<file path="src/rtl/shift_seq_pkg.sv">
// Shared encodings and default sizes for the multi-cycle shift sequencer.
package shift_seq_pkg;

    localparam int WIDTH_DEF = 32;
    localparam int CNT_W_DEF = 6;

    typedef enum logic [1:0] {
        OP_SRL  = 2'b00,
        OP_SRA  = 2'b01,
        OP_SLL  = 2'b10,
        OP_PASS = 2'b11
    } shift_op_e;

    typedef enum logic {
        ST_IDLE  = 1'b0,
        ST_SHIFT = 1'b1
    } seq_state_e;

endpackage

</file>
<file path="src/rtl/shift_step_1bit.sv">
// Combinational single-bit shift stage; the sequencer iterates it once per clock.
module shift_step_1bit
    import shift_seq_pkg::*;
#(
    parameter int WIDTH = WIDTH_DEF
) (
    input  logic [WIDTH-1:0] value,
    input  shift_op_e        op,
    output logic [WIDTH-1:0] result
);

    always_comb begin
        result = value;
        case (op)
            OP_SRL:  result = {1'b0, value[WIDTH-1:1]};
            OP_SRA:  result = {value[WIDTH-1], value[WIDTH-1:1]};
            OP_SLL:  result = {value[WIDTH-2:0], 1'b0};
            default: result = value;
        endcase
    end

endmodule

</file>
<file path="src/rtl/shift_sequencer.sv">
// Bit-serial shifter: SRL/SRA/SLL by a saturated amount, one bit per clock.
// Optional macro SHIFT_ZERO_SKIP_EN ends an operation early once the value equals the fill pattern.
module shift_sequencer
    import shift_seq_pkg::*;
#(
    parameter int WIDTH = WIDTH_DEF,
    parameter int CNT_W = CNT_W_DEF
) (
    input  logic             clk,
    input  logic             rst_n,
    input  logic             start,
    input  logic [1:0]       op,
    input  logic [WIDTH-1:0] X,
    input  logic [31:0]      Y,
    output logic             busy,
    output logic             done,
    output logic [WIDTH-1:0] Z
);

    seq_state_e       state_q, state_d;
    shift_op_e        op_q, op_d;
    logic [WIDTH-1:0] value_q, value_d;
    logic [CNT_W-1:0] cnt_q, cnt_d;
    logic [WIDTH-1:0] z_q, z_d;
    logic             done_q, done_d;

    logic [WIDTH-1:0] step_value;
    logic [CNT_W-1:0] load_cnt;
    logic             fill_hit;
    logic             finish;

    shift_step_1bit #(.WIDTH(WIDTH)) u_step (
        .value  (value_q),
        .op     (op_q),
        .result (step_value)
    );

    // Amounts at or above WIDTH saturate rather than wrapping modulo WIDTH.
    always_comb begin
        load_cnt = (Y >= 32'(WIDTH)) ? CNT_W'(WIDTH) : Y[CNT_W-1:0];
        if (shift_op_e'(op) == OP_PASS) begin
            load_cnt = '0;
        end
    end

`ifdef SHIFT_ZERO_SKIP_EN
    // Further shifts cannot change a value that already equals the fill pattern.
    assign fill_hit = (op_q == OP_SRA) ? (value_q == {WIDTH{value_q[WIDTH-1]}})
                                       : (value_q == '0);
`else
    assign fill_hit = 1'b0;
`endif

    assign finish = (cnt_q == '0) || fill_hit;

    always_ff @(posedge clk or negedge rst_n) begin
        if (!rst_n) begin
            state_q <= ST_IDLE;
            op_q    <= OP_SRL;
            value_q <= '0;
            cnt_q   <= '0;
            z_q     <= '0;
            done_q  <= 1'b0;
        end else begin
            state_q <= state_d;
            op_q    <= op_d;
            value_q <= value_d;
            cnt_q   <= cnt_d;
            z_q     <= z_d;
            done_q  <= done_d;
        end
    end

    always_comb begin
        state_d = state_q;
        case (state_q)
            ST_IDLE:  if (start)  state_d = ST_SHIFT;
            ST_SHIFT: if (finish) state_d = ST_IDLE;
            default:  state_d = ST_IDLE;
        endcase
    end

    always_comb begin
        op_d    = op_q;
        value_d = value_q;
        cnt_d   = cnt_q;
        z_d     = z_q;
        done_d  = 1'b0;
        case (state_q)
            ST_IDLE: begin
                if (start) begin
                    op_d    = shift_op_e'(op);
                    value_d = X;
                    cnt_d   = load_cnt;
                end
            end
            ST_SHIFT: begin
                if (finish) begin
                    z_d    = value_q;
                    done_d = 1'b1;
                end else begin
                    value_d = step_value;
                    cnt_d   = cnt_q - 1'b1;
                end
            end
            default: ;
        endcase
    end

    assign busy = (state_q == ST_SHIFT);
    assign done = done_q;
    assign Z    = z_q;

endmodule

</file>
<file path="config.mk">
export PLATFORM = sky130hd
export DESIGN_NAME = shift_sequencer
export DESIGN_NICKNAME = d
export VERILOG_FILES = /design/src/rtl/shift_seq_pkg.sv /design/src/rtl/shift_step_1bit.sv /design/src/rtl/shift_sequencer.sv
export SDC_FILE = /design/constraint.sdc
export NUM_CORES = 1
export LEC_CHECK = 0
export BUFFER_PORTS_ARGS = -buffer_cell sky130_fd_sc_hd__clkbuf_2
export CAP_MARGIN = 20
export CORE_UTILIZATION = 48
export DETAILED_ROUTE_END_ITERATION = 8
export HOLD_SLACK_MARGIN = 0.12
export PLACE_DENSITY = 0.8
export SLEW_MARGIN = 10
export SYNTH_ARGS = -nofsm -noshare
export SYNTH_HDL_FRONTEND = slang
export SYNTH_SLANG_ARGS = --single-unit
</file>
<file path="constraint.sdc">
create_clock -name clk -period 3.2 [get_ports clk]
set_input_delay 0 -clock clk [delete_from_list [all_inputs] [get_ports clk]]
set_output_delay 0 -clock clk [all_outputs]
set_load 0.01 [all_outputs]
</file>
==> impl_metrics.env <==
export IMPL_io_buffer_count=102
export IMPL_p_comb_share_pct=47.8
export IMPL_synth_top_cell_area_share_pct=51.50
export IMPL_ys_ff_latch=74
export IMPL_grt_pass1_vias=3189
export IMPL_drt_iter0_drc=200
export IMPL_worstSetupStartpointType="flip-flop"
export IMPL_p_leak_nw=2.376
export IMPL_die_w_um=88.56
export IMPL_antenna_found_initial=0
export IMPL_initial_utilization_pct=49.58
export IMPL_timing_final_crit_share_pct=84.91
export IMPL_wl_per_cell_um=14.11
export IMPL_viasPerCell=5.410
export IMPL_die_h_um=88.56
export IMPL_place_area_um2=4120
export IMPL_cpPeakStageDelay_ps=590
export IMPL_clkPwrFrac_pct=16.4
export IMPL_fin_util_pct=65.50
export IMPL_gp_congestion=0.8390
export IMPL_io_pins=103
export IMPL_cts_clk_slew_worst_paths_ps=70
export IMPL_fill_cells=596
export IMPL_hp_class="input pin to flip-flop"
export IMPL_setup_tns_final_ps=0
export IMPL_worst_pin_slew_ps=1103
export IMPL_p_per_area_nw_per_um2=922.1
export IMPL_syn_nets=468
export IMPL_r2r_end="cnt_q[4]"
export IMPL_critical_path_slowest_cell="dfrtp_1"
export IMPL_first_pass_iters=4
export IMPL_synth_common_cells="nand2_1 (135), dfrtp_1 (74), nor2_1 (32)"
export IMPL_yosys_warnings=0
export IMPL_status="complete, no violations"
export IMPL_cts_htree_levels=3
export IMPL_die_area_um2=7842
export IMPL_r2r_start="busy"
export IMPL_regArea_um2=1852
export IMPL_cts_root_buf="clkbuf_8"
export IMPL_ys_types=41
export IMPL_rows=31
export IMPL_grt_pass1_wl_um=14670
export IMPL_layout_min_cycle_time_ps=2717
export IMPL_p_sw_mw=1.848
export IMPL_min_from="Y[8]"
export IMPL_track_usage_pct=24.44
export IMPL_synth_edff_count=0
export IMPL_crit_required_ps=3420
export IMPL_cp_arrival_ps=2940
export IMPL_yosysMostFrequentCell="nand2_1"
export IMPL_crit_chain="buf_4, clkinv_1, o211a_1, a31o_2, dlygate4sd3_1"
export IMPL_antenna_cells=0
export IMPL_cts_tree="built"
export IMPL_fmax_mhz=368.0
export IMPL_crit_type="flip-flop to flip-flop"
export IMPL_cts_buffer_depth=2
export IMPL_cp_max_fo=34
export IMPL_core_area_um2=7253
export IMPL_met2_length_um=4298
export IMPL_syn_to_final_growth_pct=32.12
export IMPL_crit_path_end_kind="flip-flop"
export IMPL_syn_area_per_cell_um2=9.104
export IMPL_overflow=0
export IMPL_intPower_mw=2.532
export IMPL_rsz0062_at_grt="no"
export IMPL_drtAntennaViolNets=0
export IMPL_cts_num_sinks=74
export IMPL_hold_path_end="cnt_q[5]"
export IMPL_ir_drop_v=0.0004180
export IMPL_ys_seq_area_share_pct=51.50
export IMPL_insertion_delay_ps=350
export IMPL_routed_wl_um=8946
export IMPL_synthTopCellsByArea="dfrtp_1 (51%), nand2_1 (14%), a221oi_1 (7.3%), o31ai_1 (6.5%), nor2_1 (3.3%)"
export IMPL_netlist_instances=395
export IMPL_numCtsBuffers=9
export IMPL_top_layer="met4"
export IMPL_hold_viol=0
export IMPL_drive_gt1_share_pct=24.30
export IMPL_setup_viol_count_final=0
export IMPL_nets=603
export IMPL_yosys_area_top_type="dfrtp_1"
export IMPL_grt_max_degree=75
export IMPL_power_frac_seq_pct=35.7
export IMPL_clock_skew_ps=11.98
export IMPL_maxSlewViolCount=0
export IMPL_wl_met3_um=499
export IMPL_design_area_um2=4751
export IMPL_worst_r2r_setup_slack_ps=480
export IMPL_synth_main_ff_cell="dfrtp_1"
export IMPL_worstHoldPathCells=4
export IMPL_maxSlewHeadroom_pct=26.45
export IMPL_max_cap_violations=0
export IMPL_ys_async_sr_fraction_pct=100.0
export IMPL_drc=0
export IMPL_dp_hpwl_um=5698
export IMPL_switching_share_pct=42.19
export IMPL_num_vias=3430
export IMPL_reg2reg_depth=5
export IMPL_post_cts_resized=0
export IMPL_wl_met1_um=4078
export IMPL_syn_area_um2=3596
export IMPL_multi_input_comb_area_um2=1560
sequential cells by signal, summed over array words and instances (netlist names):
signal / count
Z: 32
busy: 1
cnt_q: 6
done: 1
op_q: 2
value_q: 32
final cells by class:
cell class | count | area share, %
Tap cell | 99 | 2.607
Clock inverter | 5 | 1.132
Inverter | 9 | 0.7111
Multi-Input combinational cell | 286 | 32.84
Clock buffer | 11 | 2.976
Timing Repair Buffer | 150 | 20.75
Sequential cell | 74 | 38.98
power by group through the flow:
stage / clock network [mW] / logic, mW / registers [mW]
4_1_cts: 0.733 / 2.06 / 1.56
3_3_place_gp: 0 / 1.91 / 1.56
3_5_place_dp: 0 / 1.99 / 1.58
5_1_grt: 0.780 / 2.36 / 1.61
2_1_floorplan: 0 / 1.59 / 1.57
6_report: 0.720 / 2.10 / 1.56
worst max-delay path by stage:
| stage | startpoint | endpoint | slack, ps | depth (start not counted) |
|---|---|---|---|---|
| 2_1_floorplan | op_q[0] | value_q[10] | 1350 | 7 |
| 3_3_place_gp | cnt_q[0] | value_q[31] | 820 | 7 |
| 3_5_place_dp | cnt_q[0] | value_q[31] | 700 | 7 |
| 4_1_cts | busy | cnt_q[4] | 490 | 5 |
| 5_1_grt | busy | cnt_q[4] | 350 | 5 |
| 6_report | busy | cnt_q[4] | 480 | 5 |
through the flow:
| step | power [mW] | worst slack (ps) | instances | hold slack (ps) |
|---|---|---|---|---|
| floorplan | 3.161 | 1352 | 395 | -295.6 |
| global placement | 3.467 | 819.7 | 575 | 192.5 |
| detailed placement | 3.567 | 701.9 | 575 | 191.7 |
| CTS | 4.350 | 491.5 | 633 | 120.3 |
| global route | 4.744 | 350.8 | 634 | 169.6 |
| finish | 4.381 | 482.9 | 634 | 131.0 |
routing by layer:
| metal | vias up | GRT usage, % |
|---|---|---|
| met5 | - | 0 |
| met1 | 1647 | 32.65 |
| met3 | 8 | 6.437 |
| met4 | 0 | 7.038 |
| li1 | 1655 | - |
| met2 | 120 | 39.37 |
cell usage in the layout, fill, tap and decap left out, drive strengths merged, types with 4 or more instances in the layout:
cell and n:
a221oi 30, o21ai 7, clkbuf 112, dfrtp 74, o31ai 31, ha 4, a21oi 5, dlygate4sd3 42
nor2 32, nor4 7, a21o 4, nand2 135, inv 7, buf 7, clkinv 6
worst max-delay path, delay by kind of cell, from the launching register on:
family          cells  cell delay (ps)
flops               1              590
compound gates      2              530
buf+inv             3             1470
repair_timing:
action,CTS,global route
hold endpoints to repair,115,0
hold buffers,42,0
buffers inserted,0,0
logic make-up (layout without fill, tap and decap cells):
logic type	count (synthesis)	in the layout	share of synthesized area [%]
and+or+nand+nor	192	192	22.20
AOI/OAI and AO/OA	86	86	18.68
buffers and inverters	35	175	5.115
xor gates and xnor gates	1	1	0.2436
adders and majority gates	4	4	1.392
DFF	74	74	51.50
muxes	3	3	0.8699
No activity file was read; power rests on OpenSTA's default activity.
